### src/rtl/rvc32_instr_packer.sv
// RV32I -> RVC instruction packer: compresses eligible instructions and packs
// halfwords into 32-bit words. Optional counters via RVC32_PACK_STATS_EN.
module rvc32_instr_packer (
    input  logic        clk,
    input  logic        rst_n,
    input  logic        in_valid,
    output logic        in_ready,
    input  logic [31:0] in_instr,
    output logic        out_valid,
    input  logic        out_ready,
    output logic [31:0] out_word,
    input  logic        flush_req,
    output logic        flush_done
`ifdef RVC32_PACK_STATS_EN
    ,
    output logic [15:0] stat_total,
    output logic [15:0] stat_compressed
`endif
);

    typedef enum logic [0:0] {ST_EMPTY = 1'b0, ST_HALF = 1'b1} state_t;

    state_t      state_r;
    logic [15:0] pend_r;
    logic [31:0] out_word_r;
    logic        out_valid_r;
    logic        flush_done_r;
    logic        flush_seen_r;

    logic        accept_s;
    logic        flush_go_s;
    logic        comp_valid_s;
    logic [15:0] comp_half_s;

    logic [6:0]  opc_s;
    logic [2:0]  f3_s;
    logic [6:0]  f7_s;
    logic [4:0]  rd_s;
    logic [4:0]  rs1_s;
    logic [4:0]  rs2_s;
    logic [11:0] imm_i_s;
    logic [11:0] imm_st_s;
    logic        is_addi_s, is_slli_s, is_add_s, is_lw_s, is_sw_s, is_jalr_s;
    logic        imm_fit6_s, lwsp_ok_s, swsp_ok_s, lw_ok_s, sw_ok_s;
    logic        rd_p_s, rs1_p_s, rs2_p_s;

    assign opc_s    = in_instr[6:0];
    assign f3_s     = in_instr[14:12];
    assign f7_s     = in_instr[31:25];
    assign rd_s     = in_instr[11:7];
    assign rs1_s    = in_instr[19:15];
    assign rs2_s    = in_instr[24:20];
    assign imm_i_s  = in_instr[31:20];
    assign imm_st_s = {in_instr[31:25], in_instr[11:7]};

    assign is_addi_s = (opc_s == 7'h13) && (f3_s == 3'd0);
    assign is_slli_s = (opc_s == 7'h13) && (f3_s == 3'd1) && (f7_s == 7'h00);
    assign is_add_s  = (opc_s == 7'h33) && (f3_s == 3'd0) && (f7_s == 7'h00);
    assign is_lw_s   = (opc_s == 7'h03) && (f3_s == 3'd2);
    assign is_sw_s   = (opc_s == 7'h23) && (f3_s == 3'd2);
    assign is_jalr_s = (opc_s == 7'h67) && (f3_s == 3'd0) && (imm_i_s == 12'h000);

    // Offset ranges: sign bits all equal for [-32,31]; zero high bits plus word alignment otherwise.
    assign imm_fit6_s = (imm_i_s[11:5] == 7'h00) || (imm_i_s[11:5] == 7'h7F);
    assign lwsp_ok_s  = (imm_i_s[11:8] == 4'h0) && (imm_i_s[1:0] == 2'b00);
    assign swsp_ok_s  = (imm_st_s[11:8] == 4'h0) && (imm_st_s[1:0] == 2'b00);
    assign lw_ok_s    = (imm_i_s[11:7] == 5'h00) && (imm_i_s[1:0] == 2'b00);
    assign sw_ok_s    = (imm_st_s[11:7] == 5'h00) && (imm_st_s[1:0] == 2'b00);
    assign rd_p_s     = (rd_s[4:3] == 2'b01);
    assign rs1_p_s    = (rs1_s[4:3] == 2'b01);
    assign rs2_p_s    = (rs2_s[4:3] == 2'b01);

    assign in_ready   = !out_valid_r || out_ready;
    assign accept_s   = in_valid && in_ready;
    assign flush_go_s = flush_req && !flush_seen_r && !accept_s;

    // First-match compression of the presented instruction.
    always_comb begin
        comp_valid_s = 1'b0;
        comp_half_s  = 16'h0000;
        if (in_instr == 32'h0000_0013) begin
            comp_valid_s = 1'b1;
            comp_half_s  = 16'h0001;
        end else if (is_addi_s && (rd_s != 5'd0) && (rs1_s == rd_s) && (imm_i_s != 12'h000) && imm_fit6_s) begin
            comp_valid_s = 1'b1;
            comp_half_s  = {3'b000, imm_i_s[5], rd_s, imm_i_s[4:0], 2'b01};
        end else if (is_addi_s && (rd_s != 5'd0) && (rs1_s == 5'd0) && imm_fit6_s) begin
            comp_valid_s = 1'b1;
            comp_half_s  = {3'b010, imm_i_s[5], rd_s, imm_i_s[4:0], 2'b01};
        end else if (is_slli_s && (rd_s != 5'd0) && (rs1_s == rd_s) && (rs2_s != 5'd0)) begin
            comp_valid_s = 1'b1;
            comp_half_s  = {3'b000, 1'b0, rd_s, rs2_s, 2'b10};
        end else if (is_add_s && (rd_s != 5'd0) && (rs1_s == 5'd0) && (rs2_s != 5'd0)) begin
            comp_valid_s = 1'b1;
            comp_half_s  = {4'b1000, rd_s, rs2_s, 2'b10};
        end else if (is_add_s && (rd_s != 5'd0) && (rs1_s == rd_s) && (rs2_s != 5'd0)) begin
            comp_valid_s = 1'b1;
            comp_half_s  = {4'b1001, rd_s, rs2_s, 2'b10};
        end else if (is_lw_s && (rs1_s == 5'd2) && (rd_s != 5'd0) && lwsp_ok_s) begin
            comp_valid_s = 1'b1;
            comp_half_s  = {3'b010, imm_i_s[5], rd_s, imm_i_s[4:2], imm_i_s[7:6], 2'b10};
        end else if (is_sw_s && (rs1_s == 5'd2) && swsp_ok_s) begin
            comp_valid_s = 1'b1;
            comp_half_s  = {3'b110, imm_st_s[5:2], imm_st_s[7:6], rs2_s, 2'b10};
        end else if (is_lw_s && rs1_p_s && rd_p_s && lw_ok_s) begin
            comp_valid_s = 1'b1;
            comp_half_s  = {3'b010, imm_i_s[5:3], rs1_s[2:0], imm_i_s[2], imm_i_s[6], rd_s[2:0], 2'b00};
        end else if (is_sw_s && rs1_p_s && rs2_p_s && sw_ok_s) begin
            comp_valid_s = 1'b1;
            comp_half_s  = {3'b110, imm_st_s[5:3], rs1_s[2:0], imm_st_s[2], imm_st_s[6], rs2_s[2:0], 2'b00};
        end else if (is_jalr_s && (rd_s == 5'd0) && (rs1_s != 5'd0)) begin
            comp_valid_s = 1'b1;
            comp_half_s  = {4'b1000, rs1_s, 5'd0, 2'b10};
        end else if (is_jalr_s && (rd_s == 5'd1) && (rs1_s != 5'd0)) begin
            comp_valid_s = 1'b1;
            comp_half_s  = {4'b1001, rs1_s, 5'd0, 2'b10};
        end else if (in_instr == 32'h0010_0073) begin
            comp_valid_s = 1'b1;
            comp_half_s  = 16'h9002;
        end else begin
            comp_valid_s = 1'b0;
            comp_half_s  = 16'h0000;
        end
    end

    // Packing FSM with one-entry output register and flush handshake.
    always_ff @(posedge clk or negedge rst_n) begin
        if (!rst_n) begin
            state_r      <= ST_EMPTY;
            pend_r       <= 16'h0000;
            out_word_r   <= 32'h0000_0000;
            out_valid_r  <= 1'b0;
            flush_done_r <= 1'b0;
            flush_seen_r <= 1'b0;
        end else begin
            flush_done_r <= 1'b0;
            if (out_ready) begin
                out_valid_r <= 1'b0;
            end
            if (!flush_req) begin
                flush_seen_r <= 1'b0;
            end
            case (state_r)
                ST_EMPTY: begin
                    if (accept_s) begin
                        if (comp_valid_s) begin
                            pend_r  <= comp_half_s;
                            state_r <= ST_HALF;
                        end else begin
                            out_word_r  <= in_instr;
                            out_valid_r <= 1'b1;
                        end
                    end else if (flush_go_s) begin
                        flush_done_r <= 1'b1;
                        flush_seen_r <= 1'b1;
                    end
                end
                ST_HALF: begin
                    if (accept_s) begin
                        out_valid_r <= 1'b1;
                        if (comp_valid_s) begin
                            out_word_r <= {comp_half_s, pend_r};
                            pend_r     <= 16'h0000;
                            state_r    <= ST_EMPTY;
                        end else begin
                            out_word_r <= {in_instr[15:0], pend_r};
                            pend_r     <= in_instr[31:16];
                        end
                    end else if (flush_go_s && in_ready) begin
                        // Pad the odd halfword with c.nop so the word stays decodable.
                        out_word_r   <= {16'h0001, pend_r};
                        out_valid_r  <= 1'b1;
                        pend_r       <= 16'h0000;
                        state_r      <= ST_EMPTY;
                        flush_done_r <= 1'b1;
                        flush_seen_r <= 1'b1;
                    end
                end
                default: begin
                    state_r <= ST_EMPTY;
                    pend_r  <= 16'h0000;
                end
            endcase
        end
    end

    assign out_valid  = out_valid_r;
    assign out_word   = out_word_r;
    assign flush_done = flush_done_r;

`ifdef RVC32_PACK_STATS_EN
    logic [15:0] stat_total_r;
    logic [15:0] stat_compressed_r;

    // Saturating acceptance counters.
    always_ff @(posedge clk or negedge rst_n) begin
        if (!rst_n) begin
            stat_total_r      <= 16'h0000;
            stat_compressed_r <= 16'h0000;
        end else if (accept_s) begin
            if (stat_total_r != 16'hFFFF) begin
                stat_total_r <= stat_total_r + 16'd1;
            end
            if (comp_valid_s && (stat_compressed_r != 16'hFFFF)) begin
                stat_compressed_r <= stat_compressed_r + 16'd1;
            end
        end
    end

    assign stat_total      = stat_total_r;
    assign stat_compressed = stat_compressed_r;
`endif

endmodule

### config.mk
export PLATFORM = sky130hd
export DESIGN_NAME = rvc32_instr_packer
export DESIGN_NICKNAME = d
export VERILOG_FILES = /design/src/rtl/rvc32_instr_packer.sv
export SDC_FILE = /design/constraint.sdc
export NUM_CORES = 1
export LEC_CHECK = 0
export CAP_MARGIN = 20
export CORE_MARGIN = 1.5
export CORE_UTILIZATION = 35
export DETAILED_ROUTE_END_ITERATION = 12
export HOLD_SLACK_MARGIN = 0.12
export SYNTH_ARGS = -nofsm -noshare
export SYNTH_HDL_FRONTEND = slang
export SYNTH_SLANG_ARGS = --single-unit
### constraint.sdc
create_clock -name clk -period 1.8 [get_ports clk]
set_input_delay 0.36 -clock clk [delete_from_list [all_inputs] [get_ports clk]]
set_output_delay 0.36 -clock clk [all_outputs]
set_load 0.005 [all_outputs]
==> results of run 1 <==
sequential cells by signal, indices dropped and copies added (netlist names):
register and cells:
flush_done 1, flush_seen_r 1, out_valid 1, out_word 32, pend_r 16, state_r 1
stage by stage:
stage	total power [W]	setup TNS [ps]	setup slack [ps]	hold slack [ps]
2_1_floorplan	0.00169	-35090	-818	64.4
3_3_place_gp	0.00229	-78570	-1680	372
3_5_place_dp	0.00230	-81270	-1730	370
4_1_cts	0.00323	-27090	-646	383
5_1_grt	0.00343	-31370	-743	387
6_report	0.00330	-29270	-683	395
layout by cell type (no fill, tap or decap), types with 6 or more instances in the layout:
cell | netlist | final
nand2_1 | 27 | 22
nor2_1 | 28 | 22
nand4_1 | 13 | 13
nand2b_1 | 7 | 6
inv_1 | 13 | 12
o211ai_1 | 7 | 7
o21ai_0 | 12 | 6
nor3_4 | 1 | 6
mux2_4 | 0 | 20
o21ai_2 | 1 | 6
dlygate4sd2_1 | 0 | 10
buf_6 | 2 | 46
buf_4 | 2 | 145
mux2_2 | 16 | 15
a21oi_2 | 0 | 9
nor3_1 | 12 | 7
dfrtp_1 | 52 | 52
buf_2 | 10 | 6
a22oi_2 | 1 | 7
a31oi_1 | 19 | 7
a21oi_1 | 19 | 7
or3_4 | 0 | 6
a211oi_2 | 2 | 8
a31oi_4 | 0 | 9
buf_12 | 0 | 7
clkdlybuf4s50_1 | 0 | 36
clkdlybuf4s15_1 | 0 | 6
timing repair:
action	4_1_cts	5_1_grt
endpoints found under the setup margin	51	51
gates resized for setup	237	73
setup buffers	36	10
hold buffers	1	0
gates cloned	6	0
pin swaps	81	54
hold endpoints to repair	52	0
where the power goes:
part,switching (W),internal (W)
Sequential,0.0000755,0.00130
Combinational,0.000514,0.000675
Clock,0.000453,0.000287
worst max-delay path by stage:
stage | to | startpoint | slack, ps
global placement | out_word[18] | in_instr[29] | -1680
floorplan | out_word[1] | in_instr[28] | -820
finish | pend_r[5] | in_instr[18] | -680
global route | out_word[18] | in_instr[31] | -740
detailed placement | out_word[22] | in_instr[29] | -1730
CTS | pend_r[7] | in_instr[31] | -650
metal layers:
layer / wire (um) / global-route usage / vias to the layer above
met5: 0 / 0 / -
met4: 586 / 0.0874 / 0
met3: 1410 / 0.0687 / 45
met2: 8850 / 0.528 / 214
met1: 8490 / 0.456 / 2330
li1: - / - / 2126
kinds of logic (layout without fill, tap and decap cells):
kind of cell | count (synthesis) | count (layout) | synth area share
xor+xnor | 5 | 5 | 0.0113
mux | 37 | 37 | 0.107
flops | 52 | 52 | 0.337
buf+inv | 43 | 289 | 0.0508
simple gates | 144 | 146 | 0.228
compound gates | 137 | 139 | 0.266
final cells by class:
cell class | instances | area, sq um
Fill cell | 895 | 3460
Clock buffer | 5 | 68.8
Multi-Input combinational cell | 327 | 3310
Timing Repair Buffer | 267 | 2400
Sequential cell | 52 | 1300
Tap cell | 140 | 175
Clock inverter | 3 | 27.5
Inverter | 14 | 52.6
worst min-delay path: stages:
cell and delay, ps:
buf_8 90, buf_4 120, a22o_1 120
==> results.sh, run 1 <==
export IMPL_status="finished, violations left"
export IMPL_violations="negative setup slack"
export IMPL_clock_sinks=52
export IMPL_arrival_ps=2690
export IMPL_die_y_um=108
export IMPL_r2r_end="out_word[18]"
export IMPL_vias_per_cell=5.84
export IMPL_netlist_top_cells_count="dfrtp_1 (52), nor2_1 (28), nand2_1 (27)"
export IMPL_route_detailed_drc=0
export IMPL_final_util=0.679
export IMPL_synth_edf_count=0
export IMPL_post_route_period_util=1.38
export IMPL_cts_buffers=5
export IMPL_crit_buf_inv=4
export IMPL_vias=4715
export IMPL_synth_ff_type="dfrtp_1"
export IMPL_hold_start="in_instr[29]"
export IMPL_final_min_clock_period_ps=2480
export IMPL_max_stage_delay_ps=380
export IMPL_synth_cell_types=73
export IMPL_syn_area_sq_um=3860
export IMPL_holdPathEnd="pend_r[13]"
export IMPL_critPathMostFrequentCell="buf_6"
export IMPL_synth_area_per_cell_sq_um=9.25
export IMPL_drt_iter0_drc=309
export IMPL_rsz0062_at_grt="true"
export IMPL_placed_cell_area_sq_um=5840
export IMPL_dieArea_sq_um=11700
export IMPL_yosys_area_top_type="dfrtp_1"
export IMPL_irDropWorstVdd_mv=0.441
export IMPL_wl_per_cell_um=23.9
export IMPL_clkTransAtPathRegs_ps=120
export IMPL_crit_type="in -> reg"
export IMPL_grt_pass1_wl_mm=28.0
export IMPL_cp_cell_sequence="buf_6 > or3_4 > o311ai_4 > o22ai_4 > buf_6 > a211oi_4 > nand4_1 > buf_4 > buf_6 > a21o_1 > o31a_1"
export IMPL_coreArea_sq_um=10800
export IMPL_cts_tree="yes"
export IMPL_synth_seq_area_share=0.337
export IMPL_p_per_area_nw_per_um2=450
export IMPL_grt_pass1_vias=4543
export IMPL_cp_slowest_cell="or3_4"
export IMPL_drv_slew=0
export IMPL_start_util=0.358
export IMPL_grt_max_degree=53
export IMPL_drive_gt1_frac=0.575
export IMPL_ys_top_cells_by_area="dfrtp_1 (34%), mux2_1 (5.5%), mux2_2 (4.7%), a31oi_1 (3.1%), nor2_1 (2.7%)"
export IMPL_syn_to_final_growth_pct=89.7
export IMPL_skew_ps=14.5
export IMPL_antenna_found_initial=0
export IMPL_grt_usage=0.331
export IMPL_setup_viol=50
export IMPL_worstSetupStartpointType="primary input"
export IMPL_die_w_um=108
export IMPL_place_gp_congestion=0.946
export IMPL_cp_depth=11
export IMPL_num_antenna_cells=0
export IMPL_cp_end_kind="register"
export IMPL_clock_latency_ps=320
export IMPL_ant_nets=0
export IMPL_ff2ff_path_depth=9
export IMPL_r2r_start="out_valid"
export IMPL_first_pass_iters=5
export IMPL_ys_seq_elements=52
export IMPL_dp_cells=755
export IMPL_root_buffer="clkbuf_8"
export IMPL_routed_wl_mm=19.3
export IMPL_nets=704
export IMPL_maxCapViolCount=0
export IMPL_tightest_slew_ps=586
export IMPL_final_area_sq_um=7330
export IMPL_rrSetupSlack_ps=-430
export IMPL_p_leak_nw=3.11
export IMPL_synth_top_area_frac=0.337
export IMPL_yosysMostFrequentCell="dfrtp_1"
export IMPL_cp_max_fo=4
export IMPL_crit_family="compound AO/OA/AOI/OAI gates"
export IMPL_synth_warnings=0
export IMPL_final_cells=808
export IMPL_gr_total_overflow=0
export IMPL_finalHoldViolCount=0
export IMPL_hold_path_class="in -> reg"
export IMPL_numPortBuffers=71
export IMPL_relSlewSlack=0.605
export IMPL_max_freq_ghz=0.403
export IMPL_hold_depth=3
export IMPL_setup_ws_ps=-683
export IMPL_synth_nets=455
export IMPL_htree_num_levels=2
export IMPL_clockBufferDepth=2
export IMPL_rows=38
export IMPL_ios=72
export IMPL_hpwl_mm=13.7
export IMPL_async_reset_ff_frac=1.00
export IMPL_syn_instance_count=418
export IMPL_crit_required_ps=2010
(Power assumes the default switching activity.)
==> inputs of run 2 (changes only) <==
- CORE_MARGIN: 1.5 -> default
==> results.sh, run 2 (synthesized netlist as in run 1, its figures left out) <==
export IMPL_start_util=0.358
export IMPL_syn_to_final_growth_pct=79.5
export IMPL_die_w_um=107
export IMPL_vias_per_cell=5.80
export IMPL_drv_slew=0
export IMPL_cts_tree="yes"
export IMPL_coreArea_sq_um=10800
export IMPL_rows=38
export IMPL_p_per_area_nw_per_um2=503
export IMPL_clock_latency_ps=310
export IMPL_clkTransAtPathRegs_ps=110
export IMPL_wl_per_cell_um=22.6
export IMPL_relSlewSlack=0.691
export IMPL_gr_total_overflow=0
export IMPL_cp_cell_sequence="buf_6 > buf_6 > or4_4 > buf_6 > or3_4 > nor4_4 > a211oi_4 > nand4_1 > and2_4 > mux2_4"
export IMPL_irDropWorstVdd_mv=0.553
export IMPL_clockBufferDepth=2
export IMPL_comb_power_share=0.320
export IMPL_met1_length_mm=7.71
export IMPL_numPortBuffers=71
export IMPL_fillers=924
export IMPL_hold_path_class="reg -> reg"
export IMPL_dp_cells=752
export IMPL_root_buffer="clkbuf_8"
export IMPL_p_int_w=0.00250
export IMPL_tightest_slew_ps=463
export IMPL_place_ws_ps=-1620
export IMPL_max_stage_delay_ps=570
export IMPL_rsz0062_at_grt="true"
export IMPL_worstSetupStartpointType="primary input"
export IMPL_num_antenna_cells=0
export IMPL_grt_max_degree=53
export IMPL_maxCapViolCount=0
export IMPL_drt_iter0_drc=373
export IMPL_final_common_cell="buf_4"
export IMPL_p_leak_nw=3.05
export IMPL_crit_buf_inv=3
export IMPL_mostFrequentLayoutCells="buf_4 (161), dfrtp_1 (52), clkdlybuf4s50_1 (37), buf_6 (29), nor2_1 (25)"
export IMPL_first_pass_iters=5
export IMPL_final_cells=806
export IMPL_p_clk_frac=0.287
export IMPL_dieArea_sq_um=11500
export IMPL_routed_wl_mm=18.2
export IMPL_crit_family="simple AND/OR/NAND/NOR gates"
export IMPL_vias=4672
export IMPL_nets=702
export IMPL_die_y_um=107
export IMPL_place_gp_congestion=0.987
export IMPL_arrival_ps=2740
export IMPL_ant_nets=0
export IMPL_crit_required_ps=2000
export IMPL_max_freq_ghz=0.394
export IMPL_critPathMostFrequentCell="buf_6"
export IMPL_grt_pass1_vias=4754
export IMPL_status="finished, violations left"
export IMPL_cp_end_kind="register"
export IMPL_finalHoldViolCount=0
export IMPL_grt_usage=0.324
export IMPL_ios=72
export IMPL_violations="negative setup slack"
export IMPL_cp_max_fo=4
export IMPL_clock_sinks=52
export IMPL_power_share_switching=0.283
export IMPL_net_switching_power_w=0.000989
export IMPL_skew_ps=13.1
export IMPL_hpwl_mm=13.3
export IMPL_drive_gt1_frac=0.520
export IMPL_post_route_period_util=1.41
export IMPL_antenna_found_initial=0
export IMPL_crit_type="in -> reg"
export IMPL_grt_pass1_wl_mm=27.7
export IMPL_route_detailed_drc=0
export IMPL_setup_ws_ps=-740
export IMPL_final_min_clock_period_ps=2540
export IMPL_htree_num_levels=2
export IMPL_seqPwrFrac=0.393
export IMPL_final_util=0.643
export IMPL_cts_buffers=5
export IMPL_cp_slowest_cell="or4_4"
export IMPL_dr_wl_met3_mm=1.37
export IMPL_setup_viol=50
export IMPL_dr_wl_met2_mm=8.41
export IMPL_top_layer="met4"
export IMPL_largest_reg_flops=32
==> run 2: cell count changes in the layout (fill, tap and decap cells not counted), sizes merged, moves of 2 or more <==
cell | before | now
o21ai | 18 | 16
clkdlybuf4s15 | 7 | 11
buf | 208 | 205
dlygate4sd2 | 10 | 12
bufinv | 0 | 2
==> run 2: timing repair <==
action	in CTS	in global routing
buffers inserted	42	11
setup endpoints to repair	51	51
hold endpoints to repair	52	0
cloned	3	1
pin swaps	67	22
hold buffers	1	0
gates resized for setup	181	41
==> run 2: cell type report <==
| type | instances | area (sq um) | share of cell area |
|---|---|---|---|
| clock buffers | 5 | 68.8 | 0.00992 |
| clock inverters | 3 | 68.8 | 0.00992 |
| inverters | 14 | 52.6 | 0.00757 |
| multi-input cells | 323 | 2900 | 0.418 |
| flip-flops and latches | 52 | 1300 | 0.188 |
| well taps | 140 | 175 | 0.0252 |
| repair buffers | 269 | 2370 | 0.342 |
==> run 2: worst reg2reg max path, stage by stage, from the launching register on <==
cell and delay, ps:
dfrtp_1 370, buf_4 370, clkinv_1 160, nor2_1 170, buf_4 150, nand2_1 110
o21ai_4 120, buf_12 160, buf_12 130, mux2_4 310
==> run 2: power by group through the flow <==
stage / clock network (W) / logic, W / registers [W]
after detailed placement: 0 / 0.000920 / 0.00139
after floorplan: 0 / 0.000304 / 0.00139
final: 0.00100 / 0.00112 / 0.00137
after CTS: 0.000997 / 0.00108 / 0.00137
after global placement: 0 / 0.000915 / 0.00138
after global routing: 0.00105 / 0.00118 / 0.00139
==> run 2: path summary, 6_finish.rpt <==
kind | cells after the start | startpoint | slack (ps) | endpoint
max | 10 | in_instr[31] | -740 | pend_r[1]
min | 1 | flush_seen_r | 460 | flush_done
max reg2reg | 9 | state_r | -350 | out_word[8]
min reg2reg | 1 | flush_seen_r | 460 | flush_done
max in group asynchronous | 3 | rst_n | 990 | out_word[31]
min in group asynchronous | 3 | rst_n | 550 | out_word[14]
==> run 2: stage by stage <==
stage	power (W)	instance area, sq um	hold WS (ps)	setup TNS (ps)
6_report	0.00349	6940	462	-33330
5_1_grt	0.00362	6940	476	-36310
4_1_cts	0.00345	6740	460	-32610
3_5_place_dp	0.00231	5820	379	-75740
3_3_place_gp	0.00230	5820	372	-76080
2_1_floorplan	0.00169	3920	64.4	-35090
==> run 2: per-layer routing <==
| layer | global-route usage | vias to the layer above |
|---|---|---|
| li1 | - | 2112 |
| met3 | 0.0590 | 44 |
| met5 | 0 | - |
| met4 | 0.127 | 0 |
| met1 | 0.439 | 2299 |
| met2 | 0.510 | 217 |
==> inputs of run 3 (changes only) <==
- CORE_ASPECT_RATIO: default -> 0.6
- CORE_UTILIZATION: 35 -> 45
- GPL_TIMING_DRIVEN: default -> 1
- PLACE_DENSITY: default -> 0.73
==> results.sh, run 3 (synthesized netlist as in run 1, its figures left out) <==
export IMPL_status="finished, violations left"
export IMPL_violations="negative setup slack"
export IMPL_total_power_w=0.00376
export IMPL_clock_sinks=52
export IMPL_final_common_cell="buf_4"
export IMPL_placed_cell_area_sq_um=5790
export IMPL_root_buffer="clkbuf_16"
export IMPL_p_clk_frac=0.315
export IMPL_rrSetupSlack_ps=-370
export IMPL_htree_num_levels=2
export IMPL_fillers=365
export IMPL_hold_path_class="in -> reg"
export IMPL_crit_buf_inv=3
export IMPL_antenna_found_initial=1
export IMPL_drive_gt1_frac=0.563
export IMPL_final_util=0.878
export IMPL_irDropWorstVdd_mv=0.433
export IMPL_arrival_ps=2800
export IMPL_grt_pass1_vias=4883
export IMPL_numPortBuffers=71
export IMPL_skew_ps=6.52
export IMPL_clock_latency_ps=300
export IMPL_routed_wl_mm=20.8
export IMPL_rsz0062_at_grt="true"
export IMPL_drt_iter0_drc=569
export IMPL_route_detailed_drc=0
export IMPL_post_route_period_util=1.44
export IMPL_seqPwrFrac=0.370
export IMPL_p_int_w=0.00268
export IMPL_cp_cell_sequence="buf_8 > or4_4 > nor4_4 > o31a_1 > buf_4 > or2_4 > nand4_1 > and2_4 > bufbuf_16 > a31oi_1"
export IMPL_tightest_slew_ps=515
export IMPL_final_min_clock_period_ps=2580
export IMPL_vias=5280
export IMPL_maxCapViolCount=0
export IMPL_regArea_sq_um=1300
export IMPL_cp_max_fo=5
export IMPL_syn_to_final_growth_pct=84.1
export IMPL_relSlewSlack=0.655
export IMPL_dieArea_sq_um=8980
export IMPL_final_area_sq_um=7120
export IMPL_ios=72
export IMPL_gr_total_overflow=0
export IMPL_setup_ws_ps=-784
export IMPL_num_antenna_cells=0
export IMPL_hold_ws_ps=432
export IMPL_coreArea_sq_um=8100
export IMPL_max_stage_delay_ps=580
export IMPL_mostFrequentLayoutCells="buf_4 (157), dfrtp_1 (52), clkdlybuf4s50_1 (37), buf_6 (26), nor2_1 (25)"
export IMPL_crit_type="in -> reg"
export IMPL_worstSetupStartpointType="primary input"
export IMPL_clockBufferDepth=2
export IMPL_final_cells=770
export IMPL_dp_cells=713
export IMPL_start_util=0.477
export IMPL_max_freq_ghz=0.387
export IMPL_crit_family="simple AND/OR/NAND/NOR gates"
export IMPL_power_share_switching=0.288
export IMPL_hpwl_mm=13.7
export IMPL_wl_per_cell_um=27.0
export IMPL_cp_slowest_cell="or4_4"
export IMPL_net_switching_power_w=0.00108
export IMPL_cp_end_kind="register"
export IMPL_drv_slew=0
export IMPL_cts_tree="yes"
export IMPL_finalHoldViolCount=0
export IMPL_die_w_um=122
export IMPL_cts_buffers=5
export IMPL_grt_pass1_wl_mm=28.4
export IMPL_nets=698
export IMPL_grt_max_degree=53
export IMPL_p_per_area_nw_per_um2=528
export IMPL_first_pass_iters=6
export IMPL_vias_per_cell=6.86
export IMPL_setup_viol=50
export IMPL_place_gp_congestion=1.07
export IMPL_die_y_um=73.8
export IMPL_clkTransAtPathRegs_ps=70
export IMPL_ant_nets=0
export IMPL_grt_usage=0.441
export IMPL_multi_input_area_sq_um=3110
export IMPL_p_leak_nw=3.08
export IMPL_rows=25
export IMPL_comb_power_share=0.315
export IMPL_crit_required_ps=2020
export IMPL_largest_reg_flops=32
-- run 3: power by group through the flow --
stage | clock network [W] | logic [W] | registers (W)
floorplan | 0 | 0.000304 | 0.00139
global placement | 0 | 0.000906 | 0.00138
detailed placement | 0 | 0.000923 | 0.00139
CTS | 0.00118 | 0.00110 | 0.00138
global route | 0.00122 | 0.00123 | 0.00140
finish | 0.00118 | 0.00118 | 0.00139
-- run 3: cell type report --
class / instances / area share
sequential: 52 / 0.183
timing repair buffer: 265 / 0.327
multi-input combinational: 323 / 0.438
inverter: 14 / 0.00739
tap: 108 / 0.0190
clock inverter: 1 / 0.00422
clock buffer: 7 / 0.0215
-- run 3: worst reg2reg max path, delay by kind of cell (launching register included) --
family                 cells  cell delay (ps)
and+or+nand+nor            4              690
AOI/OAI and AO/OA          3              670
DFF                        1              380
buffers and inverters      2              340
-- run 3: stage by stage --
stage	setup slack (ps)	TNS (ps)
4_1_cts	-707	-31790
3_3_place_gp	-1430	-67260
6_report	-784	-34610
2_1_floorplan	-818	-35090
5_1_grt	-863	-36560
3_5_place_dp	-1460	-68580
-- run 3: timing repair --
| item | 4_1_cts | 5_1_grt |
|---|---|---|
| hold endpoints to repair | 52 | 0 |
| pin swaps | 41 | 48 |
| setup buffers | 33 | 19 |
| hold buffers | 1 | 0 |
| endpoints found under the setup margin | 51 | 51 |
| resized for setup | 178 | 88 |
| cloned | 3 | 0 |
-- run 3: path summary, 6_finish.rpt --
path                         startpoint           end  cells past startpoint
max reg2reg                   out_valid  out_word[18]                      9
min in group asynchronous         rst_n  out_word[20]                      3
min reg2reg                   pend_r[8]     pend_r[8]                      1
max in group asynchronous         rst_n  out_word[29]                      3
max                        in_instr[29]    pend_r[10]                     10
min                        in_instr[29]    pend_r[13]                      3
-- run 3: layer usage --
| metal | vias to the layer above | global-route usage | part of all wire |
|---|---|---|---|
| li1 | 2110 | - | - |
| met1 | 2548 | 0.562 | 0.37 |
| met2 | 482 | 0.660 | 0.42 |
| met3 | 138 | 0.203 | 0.16 |
| met4 | 2 | 0.147 | 0.051 |
| met5 | - | 0 | 0.00063 |
